==> config.mk <==
export PLATFORM = sky130hd
export DESIGN_NAME = sipo_deserializer_flat
export DESIGN_NICKNAME = d
export VERILOG_FILES = /design/src/rtl/sipo_pkg.sv /design/src/rtl/sipo_deserializer_if.sv /design/src/rtl/sipo_shift_reg.sv /design/src/rtl/sipo_deserializer.sv /design/src/flat_wrapper.sv
export SDC_FILE = /design/constraint.sdc
export NUM_CORES = 1
export LEC_CHECK = 0
export CORE_AREA = 2 2 83 45
export CTS_BUF_LIST = sky130_fd_sc_hd__clkbuf_16
export CTS_CLUSTER_DIAMETER = 200
export DETAILED_ROUTE_END_ITERATION = 10
export DIE_AREA = 0 0 85 47
export PLACE_DENSITY = 0.53
export SLEW_MARGIN = 5
export SYNTH_ARGS = -nofsm -noshare
export SYNTH_HDL_FRONTEND = slang
export SYNTH_SLANG_ARGS = --single-unit
==> constraint.sdc <==
create_clock -name clk -period 2.9 [get_ports clk]
set_input_delay 0.29 -clock clk [delete_from_list [all_inputs] [get_ports clk]]
set_output_delay 0.29 -clock clk [all_outputs]
set_load 0.05 [all_outputs]
==> src/rtl/sipo_pkg.sv <==
// Shared definitions for the serial-in parallel-out deserializer.
// Holds the default word width, the counter-width helper and the delivery decision type.
package sipo_pkg;

  localparam int SIPO_WIDTH_DEFAULT = 32'sd10;

  // Outcome of a strobe cycle for the holding register
  typedef enum logic [1:0] {
    DLV_NONE = 2'd0,
    DLV_LOAD = 2'd1,
    DLV_DROP = 2'd2
  } dlv_e;

  function automatic int clog2(input int value);
    int result;
    result = 32'sd0;
    for (int i = 32'sd0; i < 32'sd31; i++) begin
      if ((32'sd1 << i) < value) begin
        result = i + 32'sd1;
      end else begin
        result = result;
      end
    end
    return result;
  endfunction

endpackage

==> src/rtl/sipo_deserializer_if.sv <==
// Serial input, parallel output and status bundle of the deserializer.
// The slave modport is the deserializer's view; master is the surrounding logic.
interface sipo_deserializer_if
  import sipo_pkg::*;
#(
  parameter int WIDTH = SIPO_WIDTH_DEFAULT
);

  logic             si;
  logic             si_valid;
  logic             sync;
  logic [WIDTH-1:0] po;
  logic             po_valid;
  logic             po_ready;
  logic             so;
  logic             overrun;
  logic             ovr_clr;

  modport master (
    output si, si_valid, sync, po_ready, ovr_clr,
    input  po, po_valid, so, overrun
  );

  modport slave (
    input  si, si_valid, sync, po_ready, ovr_clr,
    output po, po_valid, so, overrun
  );

endinterface

==> src/rtl/sipo_shift_reg.sv <==
// MSB-first shift register: new bits enter at bit 0, the oldest bit leaves on so.
// Clear is synchronous and active-low and takes priority over the shift enable.
module sipo_shift_reg
  import sipo_pkg::*;
#(
  parameter int WIDTH = SIPO_WIDTH_DEFAULT
) (
  input  logic             clk,
  input  logic             clr_n,
  input  logic             ce,
  input  logic             din,
  output logic [WIDTH-1:0] sr,
  output logic             so
);

  logic [WIDTH-1:0] sr_r;

  // Shift register state: clear, shift on enable, otherwise hold
  always_ff @(posedge clk) begin
    if (!clr_n) begin
      sr_r <= '0;
    end else if (ce) begin
      sr_r <= {sr_r[WIDTH-2:0], din};
    end else begin
      sr_r <= sr_r;
    end
  end

  assign sr = sr_r;
  assign so = sr_r[WIDTH-1];

endmodule

==> src/rtl/sipo_deserializer.sv <==
// Deserializer top: counts strobes, detects word completion and manages the
// holding register with its valid/ready handshake and sticky overrun flag.
module sipo_deserializer
  import sipo_pkg::*;
#(
  parameter int WIDTH = SIPO_WIDTH_DEFAULT
) (
  input logic                 clk,
  input logic                 resetn,
  sipo_deserializer_if.slave  bus
);

  localparam int             CNT_W    = clog2(WIDTH);
  localparam logic [CNT_W-1:0] CNT_LAST = CNT_W'(WIDTH - 32'sd1);
  localparam logic [CNT_W-1:0] CNT_ONE  = CNT_W'(32'sd1);
  localparam logic [CNT_W-1:0] CNT_ZERO = CNT_W'(32'sd0);

  logic [WIDTH-1:0] sr_s;
  logic             so_s;
  logic             unused_msb_s;

  logic [CNT_W-1:0] cnt_r;
  logic [CNT_W-1:0] cnt_nxt_s;
  logic [WIDTH-1:0] po_r;
  logic [WIDTH-1:0] po_nxt_s;
  logic             po_valid_r;
  logic             po_valid_nxt_s;
  logic             overrun_r;
  logic             overrun_nxt_s;
  logic             complete_s;
  logic [WIDTH-1:0] word_s;
  dlv_e             dlv_s;

  sipo_shift_reg #(
    .WIDTH (WIDTH)
  ) u_shift_reg (
    .clk   (clk),
    .clr_n (resetn),
    .ce    (bus.si_valid),
    .din   (bus.si),
    .sr    (sr_s),
    .so    (so_s)
  );

  // The MSB leaves the block through so; the word only needs the lower bits
  assign unused_msb_s = sr_s[WIDTH-1];

  // Completion detection, counter next-state and holding-register decisions
  always_comb begin
    complete_s     = 1'b0;
    word_s         = {sr_s[WIDTH-2:0], bus.si};
    dlv_s          = DLV_NONE;
    cnt_nxt_s      = cnt_r;
    po_nxt_s       = po_r;
    po_valid_nxt_s = po_valid_r;
    overrun_nxt_s  = overrun_r;

    if (bus.si_valid && !bus.sync && (cnt_r == CNT_LAST)) begin
      complete_s = 1'b1;
    end else begin
      complete_s = 1'b0;
    end

    // A sync strobe starts a fresh word; sync alone just rewinds the count
    if (bus.sync) begin
      if (bus.si_valid) begin
        cnt_nxt_s = CNT_ONE;
      end else begin
        cnt_nxt_s = CNT_ZERO;
      end
    end else if (bus.si_valid) begin
      if (complete_s) begin
        cnt_nxt_s = CNT_ZERO;
      end else begin
        cnt_nxt_s = cnt_r + CNT_ONE;
      end
    end else begin
      cnt_nxt_s = cnt_r;
    end

    if (complete_s) begin
      if (!po_valid_r || bus.po_ready) begin
        dlv_s = DLV_LOAD;
      end else begin
        dlv_s = DLV_DROP;
      end
    end else begin
      dlv_s = DLV_NONE;
    end

    case (dlv_s)
      DLV_LOAD: begin
        po_nxt_s       = word_s;
        po_valid_nxt_s = 1'b1;
      end
      DLV_DROP: begin
        po_valid_nxt_s = 1'b1;
      end
      DLV_NONE: begin
        if (po_valid_r && bus.po_ready) begin
          po_valid_nxt_s = 1'b0;
        end else begin
          po_valid_nxt_s = po_valid_r;
        end
      end
      default: begin
        po_nxt_s       = po_r;
        po_valid_nxt_s = po_valid_r;
      end
    endcase

    // A drop in the same cycle as a clear leaves the flag set
    if (dlv_s == DLV_DROP) begin
      overrun_nxt_s = 1'b1;
    end else if (bus.ovr_clr) begin
      overrun_nxt_s = 1'b0;
    end else begin
      overrun_nxt_s = overrun_r;
    end
  end

  // Counter, holding register and status flags
  always_ff @(posedge clk) begin
    if (!resetn) begin
      cnt_r      <= CNT_ZERO;
      po_r       <= '0;
      po_valid_r <= 1'b0;
      overrun_r  <= 1'b0;
    end else begin
      cnt_r      <= cnt_nxt_s;
      po_r       <= po_nxt_s;
      po_valid_r <= po_valid_nxt_s;
      overrun_r  <= overrun_nxt_s;
    end
  end

  assign bus.po       = po_r;
  assign bus.po_valid = po_valid_r;
  assign bus.overrun  = overrun_r;
  assign bus.so       = so_s;

endmodule

==> src/flat_wrapper.sv <==
// flat-port wrapper written by rule: the top's interface ports become plain ports
module sipo_deserializer_flat import sipo_pkg::*;
#(
  parameter int WIDTH = SIPO_WIDTH_DEFAULT
)
  (clk, resetn, bus_si, bus_si_valid, bus_sync, bus_po_ready, bus_ovr_clr, bus_po, bus_po_valid, bus_so, bus_overrun);
  sipo_deserializer_if #(.WIDTH(WIDTH)) bus_i ();
  input logic clk;
  input logic resetn;
  input wire logic [$bits(bus_i.si)-1:0] bus_si;
  input wire logic [$bits(bus_i.si_valid)-1:0] bus_si_valid;
  input wire logic [$bits(bus_i.sync)-1:0] bus_sync;
  input wire logic [$bits(bus_i.po_ready)-1:0] bus_po_ready;
  input wire logic [$bits(bus_i.ovr_clr)-1:0] bus_ovr_clr;
  output wire logic [$bits(bus_i.po)-1:0] bus_po;
  output wire logic [$bits(bus_i.po_valid)-1:0] bus_po_valid;
  output wire logic [$bits(bus_i.so)-1:0] bus_so;
  output wire logic [$bits(bus_i.overrun)-1:0] bus_overrun;
  assign bus_i.si = bus_si;
  assign bus_i.si_valid = bus_si_valid;
  assign bus_i.sync = bus_sync;
  assign bus_i.po_ready = bus_po_ready;
  assign bus_i.ovr_clr = bus_ovr_clr;
  assign bus_po = bus_i.po;
  assign bus_po_valid = bus_i.po_valid;
  assign bus_so = bus_i.so;
  assign bus_overrun = bus_i.overrun;
  sipo_deserializer #(.WIDTH(WIDTH)) u_core (.clk(clk), .resetn(resetn), .bus(bus_i));
endmodule
==> flow_summary.html, run 1 <==
<table>
<tr><th>Metric</th><th>Value</th></tr>
<tr><th colspan="2">Outcome</th></tr>
<tr><td>Status</td><td>finished clean</td></tr>
<tr><th colspan="2">GRT</th></tr>
<tr><td>Via count of the first global-routing pass</td><td>735</td></tr>
<tr><td>Number of antenna violations at the first check in global routing</td><td>0</td></tr>
<tr><td>Wire length of the first global-routing pass</td><td>3450 um</td></tr>
<tr><td>Maximum number of pins on one net before global-route repair</td><td>35</td></tr>
<tr><td>Total gr overflow</td><td>0</td></tr>
<tr><td>Overall global routing resource usage</td><td>11.45%</td></tr>
<tr><th colspan="2">Logic synthesis</th></tr>
<tr><td>Syn Inst Count</td><td>114</td></tr>
<tr><td>Share of synthesized area occupied by flip-flops and latches</td><td>46.79%</td></tr>
<tr><td>Count of synthesis-stage warnings from yosys</td><td>0</td></tr>
<tr><td>Count of unique library cells instantiated by Yosys</td><td>22</td></tr>
<tr><td>Total of flip-flops plus latches after synthesis</td><td>26</td></tr>
<tr><td>Total standard cell area after synthesis</td><td>1112 sq um</td></tr>
<tr><td>Largest cells by area after synthesis</td><td>sky130_fd_sc_hd__dfxtp_1, sky130_fd_sc_hd__mux2i_1, sky130_fd_sc_hd__nand2_1</td></tr>
<tr><td>Fraction of post-synthesis cell area in the top cell type by area</td><td>46.79%</td></tr>
<tr><td>Synth async-reset ratio</td><td>0%</td></tr>
<tr><td>Post-synth net total</td><td>123</td></tr>
<tr><td>Commonest register cell after synthesis</td><td>sky130_fd_sc_hd__dfxtp_1</td></tr>
<tr><td>Syn avg cell area</td><td>9.757 sq um</td></tr>
<tr><td>Cell taking the most area after synthesis</td><td>sky130_fd_sc_hd__dfxtp_1</td></tr>
<tr><td>Number of flops mapped to enable cells by yosys</td><td>0</td></tr>
<tr><th colspan="2">Critical path</th></tr>
<tr><td>Last element of the critical path</td><td>bus_po_valid</td></tr>
<tr><td>Endpoint kind of the worst setup timing path</td><td>primary output</td></tr>
<tr><td>Timing startpoint of the critical path</td><td>u_core.bus.po_valid$_SDFFE_PN0P_</td></tr>
<tr><td>Critical path cell sequence</td><td>clkdlybuf4s50_1</td></tr>
<tr><td>Cell type of the slowest stage on the worst timing path</td><td>sky130_fd_sc_hd__clkdlybuf4s50_1</td></tr>
<tr><td>Depth of the worst register-to-register path</td><td>5</td></tr>
<tr><td>Top cell family by delay on the critical path</td><td>buffers and inverters</td></tr>
<tr><td>End of the worst register-to-register path</td><td>u_core.bus.po[6]$_SDFFE_PN0N_</td></tr>
<tr><td>CP arrival</td><td>1.42 ns</td></tr>
<tr><td>Kind of critical path</td><td>reg2out</td></tr>
<tr><td>Number of gates on the worst path with buffers counted</td><td>1</td></tr>
<tr><td>Slowest Stage Delay on Critical Path</td><td>0.81 ns</td></tr>
<tr><td>Maximum fanout count along the critical path</td><td>3</td></tr>
<tr><td>Launch instance of the worst register-to-register path</td><td>u_core.cnt_r[0]$_SDFFE_PN0P_</td></tr>
<tr><td>Required time at the worst-slack endpoint</td><td>2.61 ns</td></tr>
<tr><td>Kind of launch point of the worst setup path</td><td>flip-flop</td></tr>
<tr><td>Register-to-register setup slack</td><td>1.39 ns</td></tr>
<tr><td>Buffers &amp; Inverters on Critical Path</td><td>1</td></tr>
<tr><th colspan="2">Timing</th></tr>
<tr><td>Hold violation count in the final report</td><td>0</td></tr>
<tr><td>Measured slew at the worst slew-check pin</td><td>1.023 ns</td></tr>
<tr><td>Clock period minus worst slack</td><td>1.708 ns</td></tr>
<tr><td>Post-route clock skew</td><td>0.004894 ns</td></tr>
<tr><td>Unrepaired setup endpoints after global routing</td><td>false</td></tr>
<tr><td>Max-Slew Margin vs Limit</td><td>31.55%</td></tr>
<tr><td>Final critical-path share of the clock period</td><td>58.91%</td></tr>
<tr><td>Endpoints failing setup</td><td>0</td></tr>
<tr><td>Achievable clock frequency</td><td>585.4 MHz</td></tr>
<tr><td>Pins Over Slew Limit</td><td>0</td></tr>
<tr><td>Summed negative setup slack over all endpoints</td><td>0 ns</td></tr>
<tr><th colspan="2">Floorplan</th></tr>
<tr><td>Height of the die</td><td>47 um</td></tr>
<tr><td>Placeable core region</td><td>3284 sq um</td></tr>
<tr><td>Number of top-level pins</td><td>20</td></tr>
<tr><td>Count of standard-cell rows</td><td>15</td></tr>
<tr><td>Initial standard-cell utilization of the core</td><td>33.87%</td></tr>
<tr><td>Die width</td><td>85 um</td></tr>
<tr><td>Floorplan die area</td><td>3995 sq um</td></tr>
<tr><th colspan="2">Clocking</th></tr>
<tr><td>Maximum level of the CTS H-tree</td><td>1</td></tr>
<tr><td>Root buf cell</td><td>sky130_fd_sc_hd__clkbuf_16</td></tr>
<tr><td>Post-CTS setup-driven buffer insertion count</td><td>0</td></tr>
<tr><td>CTS clk-pin slew, worst paths</td><td>0.06 ns</td></tr>
<tr><td>Gates resized, CTS repair</td><td>0</td></tr>
<tr><td>Number of buffers on the longest clock path</td><td>2</td></tr>
<tr><td>TritonCTS sink count</td><td>26</td></tr>
<tr><td>Clock latency on the worst-skew pair</td><td>0.26 ns</td></tr>
<tr><td>Number of buffers created by CTS</td><td>3</td></tr>
<tr><td>Number of hold buffers added after CTS</td><td>0</td></tr>
<tr><td>TritonCTS clock tree</td><td>yes</td></tr>
<tr><th colspan="2">Pwr</th></tr>
<tr><td>Maximum vdd ir drop</td><td>0.2555 mV</td></tr>
<tr><td>Overall Power</td><td>796.2 uW</td></tr>
<tr><td>Cell area power density</td><td>555.3 nW/um^2</td></tr>
<tr><td>Static Leakage</td><td>0.0005279 uW</td></tr>
<tr><th colspan="2">Drt</th></tr>
<tr><td>DRC violations left</td><td>0</td></tr>
<tr><td>Initial detailed-routing violation count</td><td>21</td></tr>
<tr><td>Via count of the routed design</td><td>800</td></tr>
<tr><td>Final ANT Viol Nets</td><td>0</td></tr>
<tr><td>Routed length per placed instance</td><td>12.03 um</td></tr>
<tr><td>1st-pass router iterations</td><td>4</td></tr>
<tr><td>Routed wire length</td><td>2094 um</td></tr>
<tr><td>Vias per cell</td><td>4.598</td></tr>
<tr><th colspan="2">Placed design</th></tr>
<tr><td>Count of input and output buffers</td><td>19</td></tr>
<tr><td>Gpl congestion</td><td>0.6343</td></tr>
<tr><td>Area after detailed placement</td><td>1329 sq um</td></tr>
<tr><td>Placed wire-length estimate</td><td>1472 um</td></tr>
<tr><th colspan="2">Run</th></tr>
<tr><td>Max-capacitance violation count</td><td>0</td></tr>
<tr><th colspan="2">Finish</th></tr>
<tr><td>Number of filler instances in the final layout</td><td>309</td></tr>
<tr><td>Count of inserted antenna diode cells</td><td>0</td></tr>
<tr><td>Area Growth Syn to Fin</td><td>28.91%</td></tr>
<tr><td>Final instance area</td><td>1434 sq um</td></tr>
<tr><td>Multi-input logic area</td><td>543.0 sq um</td></tr>
<tr><td>Final nets</td><td>142</td></tr>
<tr><td>Commonest non-fill, non-tap cell in the layout</td><td>sky130_fd_sc_hd__dfxtp_1</td></tr>
<tr><td>Leading cell types in the layout, fill and taps excluded</td><td>sky130_fd_sc_hd__dfxtp_1, sky130_fd_sc_hd__nand2_1, sky130_fd_sc_hd__mux2i_1, sky130_fd_sc_hd__clkdlybuf4s50_1, sky130_fd_sc_hd__nor2b_1</td></tr>
<tr><td>Sequential cell area</td><td>520.5 sq um</td></tr>
<tr><td>Share of final-layout standard cells stronger than drive strength 1</td><td>6.818%</td></tr>
<tr><th colspan="2">Min path</th></tr>
<tr><td>Type of the tightest min-delay check</td><td>reg2reg</td></tr>
</table>
## worst min-delay path by stage
stage | from | end | depth (start not counted)
6_report | u_core.bus.po[4]$_SDFFE_PN0N_ | u_core.bus.po[4]$_SDFFE_PN0N_ | 2
5_1_grt | u_core.bus.po[3]$_SDFFE_PN0N_ | u_core.bus.po[3]$_SDFFE_PN0N_ | 2
4_1_cts | u_core.bus.po[1]$_SDFFE_PN0N_ | u_core.bus.po[1]$_SDFFE_PN0N_ | 2
3_5_place_dp | u_core.bus.po[1]$_SDFFE_PN0N_ | u_core.bus.po[1]$_SDFFE_PN0N_ | 2
3_3_place_gp | u_core.bus.po[0]$_SDFFE_PN0N_ | u_core.bus.po[0]$_SDFFE_PN0N_ | 2
2_1_floorplan | bus_si | u_core.bus.po[0]$_SDFFE_PN0N_ | 2
## report_power, final
| part | internal, uW | leakage (uW) | switching, uW |
|---|---|---|---|
| clock | 274 | 0.0000511 | 122 |
| combinational | 18.1 | 0.000267 | 18.9 |
| sequential | 360 | 0.000210 | 3.18 |
## layer usage
layer	part of all wire, %	track usage, %	wire length, um
met5	0	0	0
met4	1.5	4.762	31
met3	7.4	4.394	154
met2	38	16.25	790
met1	53	15.78	1118
## sequential cells by signal, summed over array words and instances (netlist names)
signal and count:
u_core.bus.overrun 1, u_core.bus.po 10, u_core.bus.po_valid 1, u_core.cnt_r 4, u_core.u_shift_reg.sr 10
## synth_stat cells, drive strengths merged, types with 3 or more instances
library cell and instances:
dfxtp 26, buf 5, mux2i 20, nand2 23
nor2b 13, a21oi 4, nand2b 3, o21ai 3
## final cells by class
class	instances	area share [%]
Multi-Input combinational cell	79	37.87
Sequential cell	26	36.30
Timing Repair Buffer	21	14.31
Clock buffer	3	5.236
Tap cell	42	3.665
Clock inverter	1	2.094
Inverter	2	0.5236
## logic make-up after synthesis
family          after synthesis  synth area share [%]
compound gates               10                 5.174
buf+inv                       9                 4.387
flops                        26                 46.79
mux                          20                 18.00
simple gates                 47                 23.40
fa+ha+maj                     2                 2.249
## per-stage QoR
step / cells / setup slack, ns / hold slack [ns] / utilization, %
finish: 174 / 1.192 / 0.4557 / 43.66
floorplan: 114 / 1.605 / 0.4321 / -
global placement: 170 / 1.039 / 0.4427 / 40.46
global route: 174 / 1.089 / 0.4765 / 43.66
CTS: 174 / 1.182 / 0.4610 / 43.66
detailed placement: 170 / 0.9766 / 0.4497 / 40.46
Power figures use the tool's default switching activity.
==> run 2: changes to the inputs <==
- PLACE_DENSITY: 0.53 -> 0.55
- clock period: 2.9 -> 1.52 ns (I/O delays scaled with it)
==> flow_summary.html, run 2 (synthesis results as in run 1) <==
<table>
<tr><th>Metric</th><th>Value</th></tr>
<tr><th colspan="2">Outcome</th></tr>
<tr><td>Status</td><td>finished clean (unchanged)</td></tr>
<tr><th colspan="2">Floorplan</th></tr>
<tr><td>Count of standard-cell rows</td><td>15 (unchanged)</td></tr>
<tr><td>Placeable core region</td><td>3284 sq um (unchanged)</td></tr>
<tr><td>Die width</td><td>85 um (unchanged)</td></tr>
<tr><td>Initial standard-cell utilization of the core</td><td>33.87% (unchanged)</td></tr>
<tr><td>Height of the die</td><td>47 um (unchanged)</td></tr>
<tr><td>Floorplan die area</td><td>3995 sq um (unchanged)</td></tr>
<tr><td>Number of top-level pins</td><td>20 (unchanged)</td></tr>
<tr><th colspan="2">Timing</th></tr>
<tr><td>Post-route clock skew</td><td>0.004768 ns (was 0.004894 ns)</td></tr>
<tr><td>Unrepaired setup endpoints after global routing</td><td>false (unchanged)</td></tr>
<tr><td>Measured slew at the worst slew-check pin</td><td>0.2616 ns (was 1.023 ns)</td></tr>
<tr><td>Summed negative setup slack over all endpoints</td><td>0 ns (unchanged)</td></tr>
<tr><td>Final critical-path share of the clock period</td><td>94.07%</td></tr>
<tr><td>Hold violation count in the final report</td><td>0 (unchanged)</td></tr>
<tr><td>Clock period minus worst slack</td><td>1.430 ns</td></tr>
<tr><td>Max-Slew Margin vs Limit</td><td>82.31% (was 31.55%)</td></tr>
<tr><td>Pins Over Slew Limit</td><td>0 (unchanged)</td></tr>
<tr><td>Endpoints failing setup</td><td>0 (unchanged)</td></tr>
<tr><td>Achievable clock frequency</td><td>699.4 MHz</td></tr>
<tr><td>Worst hold margin</td><td>0.4587 ns (was 0.4557 ns)</td></tr>
<tr><th colspan="2">Min path</th></tr>
<tr><td>Number of cells traversed by the worst hold path</td><td>2 (unchanged)</td></tr>
<tr><td>Hold wc startpoint</td><td>u_core.bus.po[9]$_SDFFE_PN0N_ (was u_core.bus.po[4]$_SDFFE_PN0N_)</td></tr>
<tr><td>Type of the tightest min-delay check</td><td>reg2reg (unchanged)</td></tr>
<tr><th colspan="2">GRT</th></tr>
<tr><td>Number of antenna violations at the first check in global routing</td><td>0 (unchanged)</td></tr>
<tr><td>Maximum number of pins on one net before global-route repair</td><td>35 (unchanged)</td></tr>
<tr><td>Wire length of the first global-routing pass</td><td>3443 um (was 3450 um)</td></tr>
<tr><td>Overall global routing resource usage</td><td>11.62% (was 11.45%)</td></tr>
<tr><td>Total gr overflow</td><td>0 (unchanged)</td></tr>
<tr><td>Via count of the first global-routing pass</td><td>727 (was 735)</td></tr>
<tr><th colspan="2">Pwr</th></tr>
<tr><td>Static Leakage</td><td>0.0005713 uW (was 0.0005279 uW)</td></tr>
<tr><td>Maximum vdd ir drop</td><td>0.4549 mV (was 0.2555 mV)</td></tr>
<tr><td>Cell area power density</td><td>940.2 nW/um^2 (was 555.3 nW/um^2)</td></tr>
<tr><th colspan="2">Clocking</th></tr>
<tr><td>Gates resized, CTS repair</td><td>0 (unchanged)</td></tr>
<tr><td>Number of buffers on the longest clock path</td><td>2 (unchanged)</td></tr>
<tr><td>Number of hold buffers added after CTS</td><td>0 (unchanged)</td></tr>
<tr><td>CTS clk-pin slew, worst paths</td><td>0.06 ns (about the same)</td></tr>
<tr><td>Maximum level of the CTS H-tree</td><td>1 (unchanged)</td></tr>
<tr><td>Number of buffers created by CTS</td><td>3 (unchanged)</td></tr>
<tr><td>TritonCTS sink count</td><td>26 (unchanged)</td></tr>
<tr><td>Post-CTS setup-driven buffer insertion count</td><td>0 (unchanged)</td></tr>
<tr><td>Clock latency on the worst-skew pair</td><td>0.26 ns (about the same)</td></tr>
<tr><td>Root buf cell</td><td>sky130_fd_sc_hd__clkbuf_16 (unchanged)</td></tr>
<tr><td>TritonCTS clock tree</td><td>yes (unchanged)</td></tr>
<tr><th colspan="2">Placed design</th></tr>
<tr><td>Count of input and output buffers</td><td>19 (unchanged)</td></tr>
<tr><td>Gpl congestion</td><td>0.6701 (was 0.6343)</td></tr>
<tr><td>Placed wire-length estimate</td><td>1423 um (was 1472 um)</td></tr>
<tr><th colspan="2">Finish</th></tr>
<tr><td>Commonest non-fill, non-tap cell in the layout</td><td>sky130_fd_sc_hd__dfxtp_1 (unchanged)</td></tr>
<tr><td>Area Growth Syn to Fin</td><td>28.91% (unchanged)</td></tr>
<tr><td>Share of final-layout standard cells stronger than drive strength 1</td><td>19.12% (was 6.818%)</td></tr>
<tr><td>Count of inserted antenna diode cells</td><td>0 (unchanged)</td></tr>
<tr><td>Leading cell types in the layout, fill and taps excluded</td><td>sky130_fd_sc_hd__dfxtp_1, sky130_fd_sc_hd__nand2_1, sky130_fd_sc_hd__mux2i_1, sky130_fd_sc_hd__buf_4, sky130_fd_sc_hd__nor2b_1 (was sky130_fd_sc_hd__dfxtp_1, sky130_fd_sc_hd__nand2_1, sky130_fd_sc_hd__mux2i_1, sky130_fd_sc_hd__clkdlybuf4s50_1, sky130_fd_sc_hd__nor2b_1)</td></tr>
<tr><td>Final nets</td><td>147 (was 142)</td></tr>
<tr><td>Number of filler instances in the final layout</td><td>320 (was 309)</td></tr>
<tr><th colspan="2">Drt</th></tr>
<tr><td>Final ANT Viol Nets</td><td>0 (unchanged)</td></tr>
<tr><td>Routed wire length</td><td>2081 um (was 2094 um)</td></tr>
<tr><td>Via count of the routed design</td><td>801 (was 800)</td></tr>
<tr><td>Routed length per placed instance</td><td>11.69 um (was 12.03 um)</td></tr>
<tr><td>Vias per cell</td><td>4.500 (was 4.598)</td></tr>
<tr><td>Initial detailed-routing violation count</td><td>37 (was 21)</td></tr>
<tr><td>DRC violations left</td><td>0 (unchanged)</td></tr>
<tr><td>1st-pass router iterations</td><td>4 (unchanged)</td></tr>
<tr><th colspan="2">Critical path</th></tr>
<tr><td>Launch instance of the worst register-to-register path</td><td>u_core.cnt_r[1]$_SDFFE_PN0P_ (was u_core.cnt_r[0]$_SDFFE_PN0P_)</td></tr>
<tr><td>CP arrival</td><td>1.61 ns (was 1.42 ns)</td></tr>
<tr><td>Kind of launch point of the worst setup path</td><td>flip-flop (unchanged)</td></tr>
<tr><td>Kind of critical path</td><td>reg2reg (was reg2out)</td></tr>
<tr><td>Timing startpoint of the critical path</td><td>u_core.cnt_r[1]$_SDFFE_PN0P_ (was u_core.bus.po_valid$_SDFFE_PN0P_)</td></tr>
<tr><td>Maximum fanout count along the critical path</td><td>10 (was 3)</td></tr>
<tr><td>Required time at the worst-slack endpoint</td><td>1.70 ns (was 2.61 ns)</td></tr>
<tr><td>Endpoint kind of the worst setup timing path</td><td>flip-flop (was primary output)</td></tr>
<tr><td>Depth of the worst register-to-register path</td><td>6 (was 5)</td></tr>
<tr><th colspan="2">Run</th></tr>
<tr><td>Max-capacitance violation count</td><td>0 (unchanged)</td></tr>
</table>
[run 2: changes by cell type in the layout (fill, tap and decap cells not counted), sizes merged]
cell           delta
buf              +18
bufinv            -1
clkdlybuf4s50    -13
[run 2: worst paths after layout]
path                                   end  slack, ns
max          u_core.bus.po[7]$_SDFFE_PN0N_       0.09
min          u_core.bus.po[9]$_SDFFE_PN0N_       0.46
max reg2reg  u_core.bus.po[7]$_SDFFE_PN0N_       0.09
min reg2reg  u_core.bus.po[9]$_SDFFE_PN0N_       0.46
[run 2: where the power goes]
group	switching [uW]	internal (uW)	total, uW	leakage [uW]
sequential	5.08	687	692	0.000210
combinational	38.8	44.7	83.6	0.000324
clock	224	348	572	0.0000370
total	268	1080	1350	0.000571
[run 2: critical path, cell delays in order, from the launching register on]
cell and delay [ns]:
sky130_fd_sc_hd__dfxtp_1 0.34, sky130_fd_sc_hd__inv_1 0.06, sky130_fd_sc_hd__ha_1 0.20, sky130_fd_sc_hd__nand3b_4 0.10, sky130_fd_sc_hd__nor3_2 0.27, sky130_fd_sc_hd__buf_12 0.18, sky130_fd_sc_hd__mux2i_1 0.20
[run 2: final cells by class]
| type | count | area (sq um) | area share (%) |
|---|---|---|---|
| inverters | 2 | 7.507 | 0.5236 |
| flip-flops and latches | 26 | 520.5 | 36.30 |
| well taps | 42 | 52.55 | 3.665 |
| repair buffers | 26 | 235.2 | 16.40 |
| clock buffers | 3 | 75.07 | 5.236 |
| multi-input cells | 79 | 543.0 | 37.87 |
[run 2: routing by layer]
metal	global-route usage (%)	wire (um)	share of wire [%]
met3	4.569	116	5.6
met4	5.714	44	2.1
met1	16.12	1188	57
met5	0	0	0
met2	15.78	733	35
[run 2: through the flow]
| step | power, uW | cells | cell area [sq um] | setup WS (ns) | util [%] |
|---|---|---|---|---|---|
| after detailed placement | 790.5 | 175 | 1359 | 0.07861 | 41.37 |
| final | 1348 | 178 | 1434 | 0.09010 | 43.66 |
| after CTS | 1368 | 178 | 1434 | 0.07167 | 43.66 |
| after floorplan | 754.4 | 114 | 1112 | 0.2254 | - |
| after global placement | 790.4 | 175 | 1359 | 0.09073 | 41.37 |
| after global routing | 1400 | 178 | 1434 | 0.0004444 | 43.66 |
==> patch (flow settings as in run 2) <==
One comparison of `cnt_r` changes from == to >=.
--- a/src/rtl/sipo_deserializer.sv
+++ b/src/rtl/sipo_deserializer.sv
@@ -57,3 +57,3 @@
 
-    if (bus.si_valid && !bus.sync && (cnt_r == CNT_LAST)) begin
+    if (bus.si_valid && !bus.sync && (cnt_r >= CNT_LAST)) begin
       complete_s = 1'b1;
Behaviour: same outputs for any inputs over 10 cycles, from zero or initial values and one cycle with resetn low; that may be too few to reach the edited logic, so the function may still have changed.
==> patch against run 2 <==
  * Design area is 0.18% lower
  * First-iteration DRC count is 16% higher
  * Routed wire length is 3.8% higher
  * Non-clock buffer count is 2 higher
  * Power is 1.5% higher
  * Sequential cell count stayed put
  * Count of clock-buffer cells in the layout stayed put
  * Synthesized cell count is 1.8% higher
  * Die area stayed put
  * Setup slack better by 2.7 ps
  * Sequential share of layout area is 0.41 points higher
  * Area after synthesis is 1.2% lower
  * Clock power is 1% higher
  * Critical path type unchanged
  * Critical endpoint is now u_core.bus.po[1]$_SDFFE_PN0N_
  * Highest routed layer unchanged
==> patch: results (changes against run 2) <==
status complete, no violations; fillers 321 (+0.31%); area leader, netlist dfxtp_1; start point of the worst hold path u_core.bus.po[9]$_SDFFE_PN0N_; Slowest Stage Delay on Critical Path 360 ps (+20 ps); WL final 2160 um (+3.8%); vias in the first global route 746 (+2.6%); Seq/Total Area, Yosys 0.474 (+0.00586); max_slew headroom 0.704 (-0.119); Unique masters post-synth 24 (+9.1%); Post-Synthesis Cells 116 (+1.8%); Hold WC Path Type reg2reg; clk_skew 4.03 ps (-0.740 ps); layout cells sized above 1 0.204 (+0.0130); worst reg2reg path startpoint u_core.cnt_r[0]$_SDFFE_PN0P_; crit path max fanout 6 (-4); wire per inst 11.7 um (+0.41%); global-route wire length before repair 3550 um (+3.0%); htree depth 1 (unchanged); Reg2Reg Setup Slack 90 ps; worst reg2reg path depth 6 (unchanged); Inst Count DP 180 (+2.9%); pre-CTS worst setup slack 44.7 ps (-33.9 ps); RD Place Congestion 0.842 (+26%); Crit Reg-Reg Endpoint u_core.bus.po[1]$_SDFFE_PN0N_; gr usage total 0.119 (+0.00235); nets 153 (+4.1%); top cells by area, synth dfxtp_1 (47%), mux2i_1 (18%), nand2_1 (7.5%); ys async rst share 0 (unchanged); Avg Vias per Cell 4.58 (+1.8%); maximum VDD drop 0.000515 V (+13%); Post-synth top cells dfxtp_1 (26), nand2_1 (22), mux2i_1 (20), nor2_1 (12), inv_1 (5); Syn Nets 126 (+2.4%); 1st-iter DRT viols 43 (+16%); slowest CP cell dfxtp_4; Synth Warn # 0 (unchanged); leakage 0.562 nW (-1.7%); cell count of the worst hold path 2 (unchanged); hpwl dp 1620 um (+14%); largest net degree at the start of global routing 15 (-57%); I/O Buffers 19 (unchanged)
## patch: critical path, delay by kind of cell, from the launching register on
family	cells	cell delay, ps
buf+inv	2	210
fa+ha+maj	1	180
flops	1	360
simple gates	2	380
mux	1	210
## patch: what timing repair did
| action | in CTS | in global routing |
|---|---|---|
| endpoints found under the setup margin | 1 | 12 |
| resized for setup | 1 | 3 |
| pin swaps | 0 | 1 |
| cloned | 0 | 0 |
| setup buffers | 0 | 0 |
## patch: how the worst max path moves through the flow
stage                     slack (ps)                             to                    startpoint  cells past startpoint
after floorplan                  170  u_core.bus.po[0]$_SDFFE_PN0N_  u_core.cnt_r[0]$_SDFFE_PN0P_                      6
after global placement           100  u_core.bus.po[0]$_SDFFE_PN0N_                      bus_sync                      5
after detailed placement          40  u_core.bus.po[1]$_SDFFE_PN0N_  u_core.cnt_r[0]$_SDFFE_PN0P_                      6
after CTS                          5  u_core.bus.po[1]$_SDFFE_PN0N_  u_core.cnt_r[1]$_SDFFE_PN0P_                      6
after global routing               7  u_core.bus.po[1]$_SDFFE_PN0N_  u_core.cnt_r[1]$_SDFFE_PN0P_                      6
final                             90  u_core.bus.po[1]$_SDFFE_PN0N_  u_core.cnt_r[0]$_SDFFE_PN0P_                      6
## patch: layer usage
metal	routed length, um	track usage
met5	0	0
met4	16	0.0286
met3	101	0.0439
met2	835	0.172
met1	1210	0.169
## patch: stage by stage
stage	hold WS (ps)	utilization	instance area, sq um	total power, mW
after global placement	444	0.409	1340	0.805
after global routing	483	0.436	1430	1.44
after floorplan	294	-	1100	0.762
after detailed placement	454	0.409	1340	0.804
after CTS	467	0.434	1420	1.39
final	460	0.436	1430	1.37
## patch: area by class of cell
type	count	area [sq um]	area share
clock buffers	3	75.1	0.0524
well taps	42	52.6	0.0367
inverters	5	18.8	0.0131
flip-flops and latches	26	526	0.367
clock inverters	1	3.75	0.00262
multi-input cells	79	527	0.368
repair buffers	28	229	0.160
## patch: power breakdown
part / internal (mW) / switching, mW
Sequential: 0.687 / 0.00574
Clock: 0.352 / 0.229
Combinational: 0.0486 / 0.0470
## patch: logic make-up after synthesis
family                     count (synthesis)  share of synthesized area
adders and majority gates                  3                     0.0342
muxes                                     20                      0.182
xor gates and xnor gates                   1                    0.00797
and+or+nand+nor                           47                      0.207
DFF                                       26                      0.474
buffers and inverters                     11                     0.0467
AOI/OAI and AO/OA                          8                     0.0478
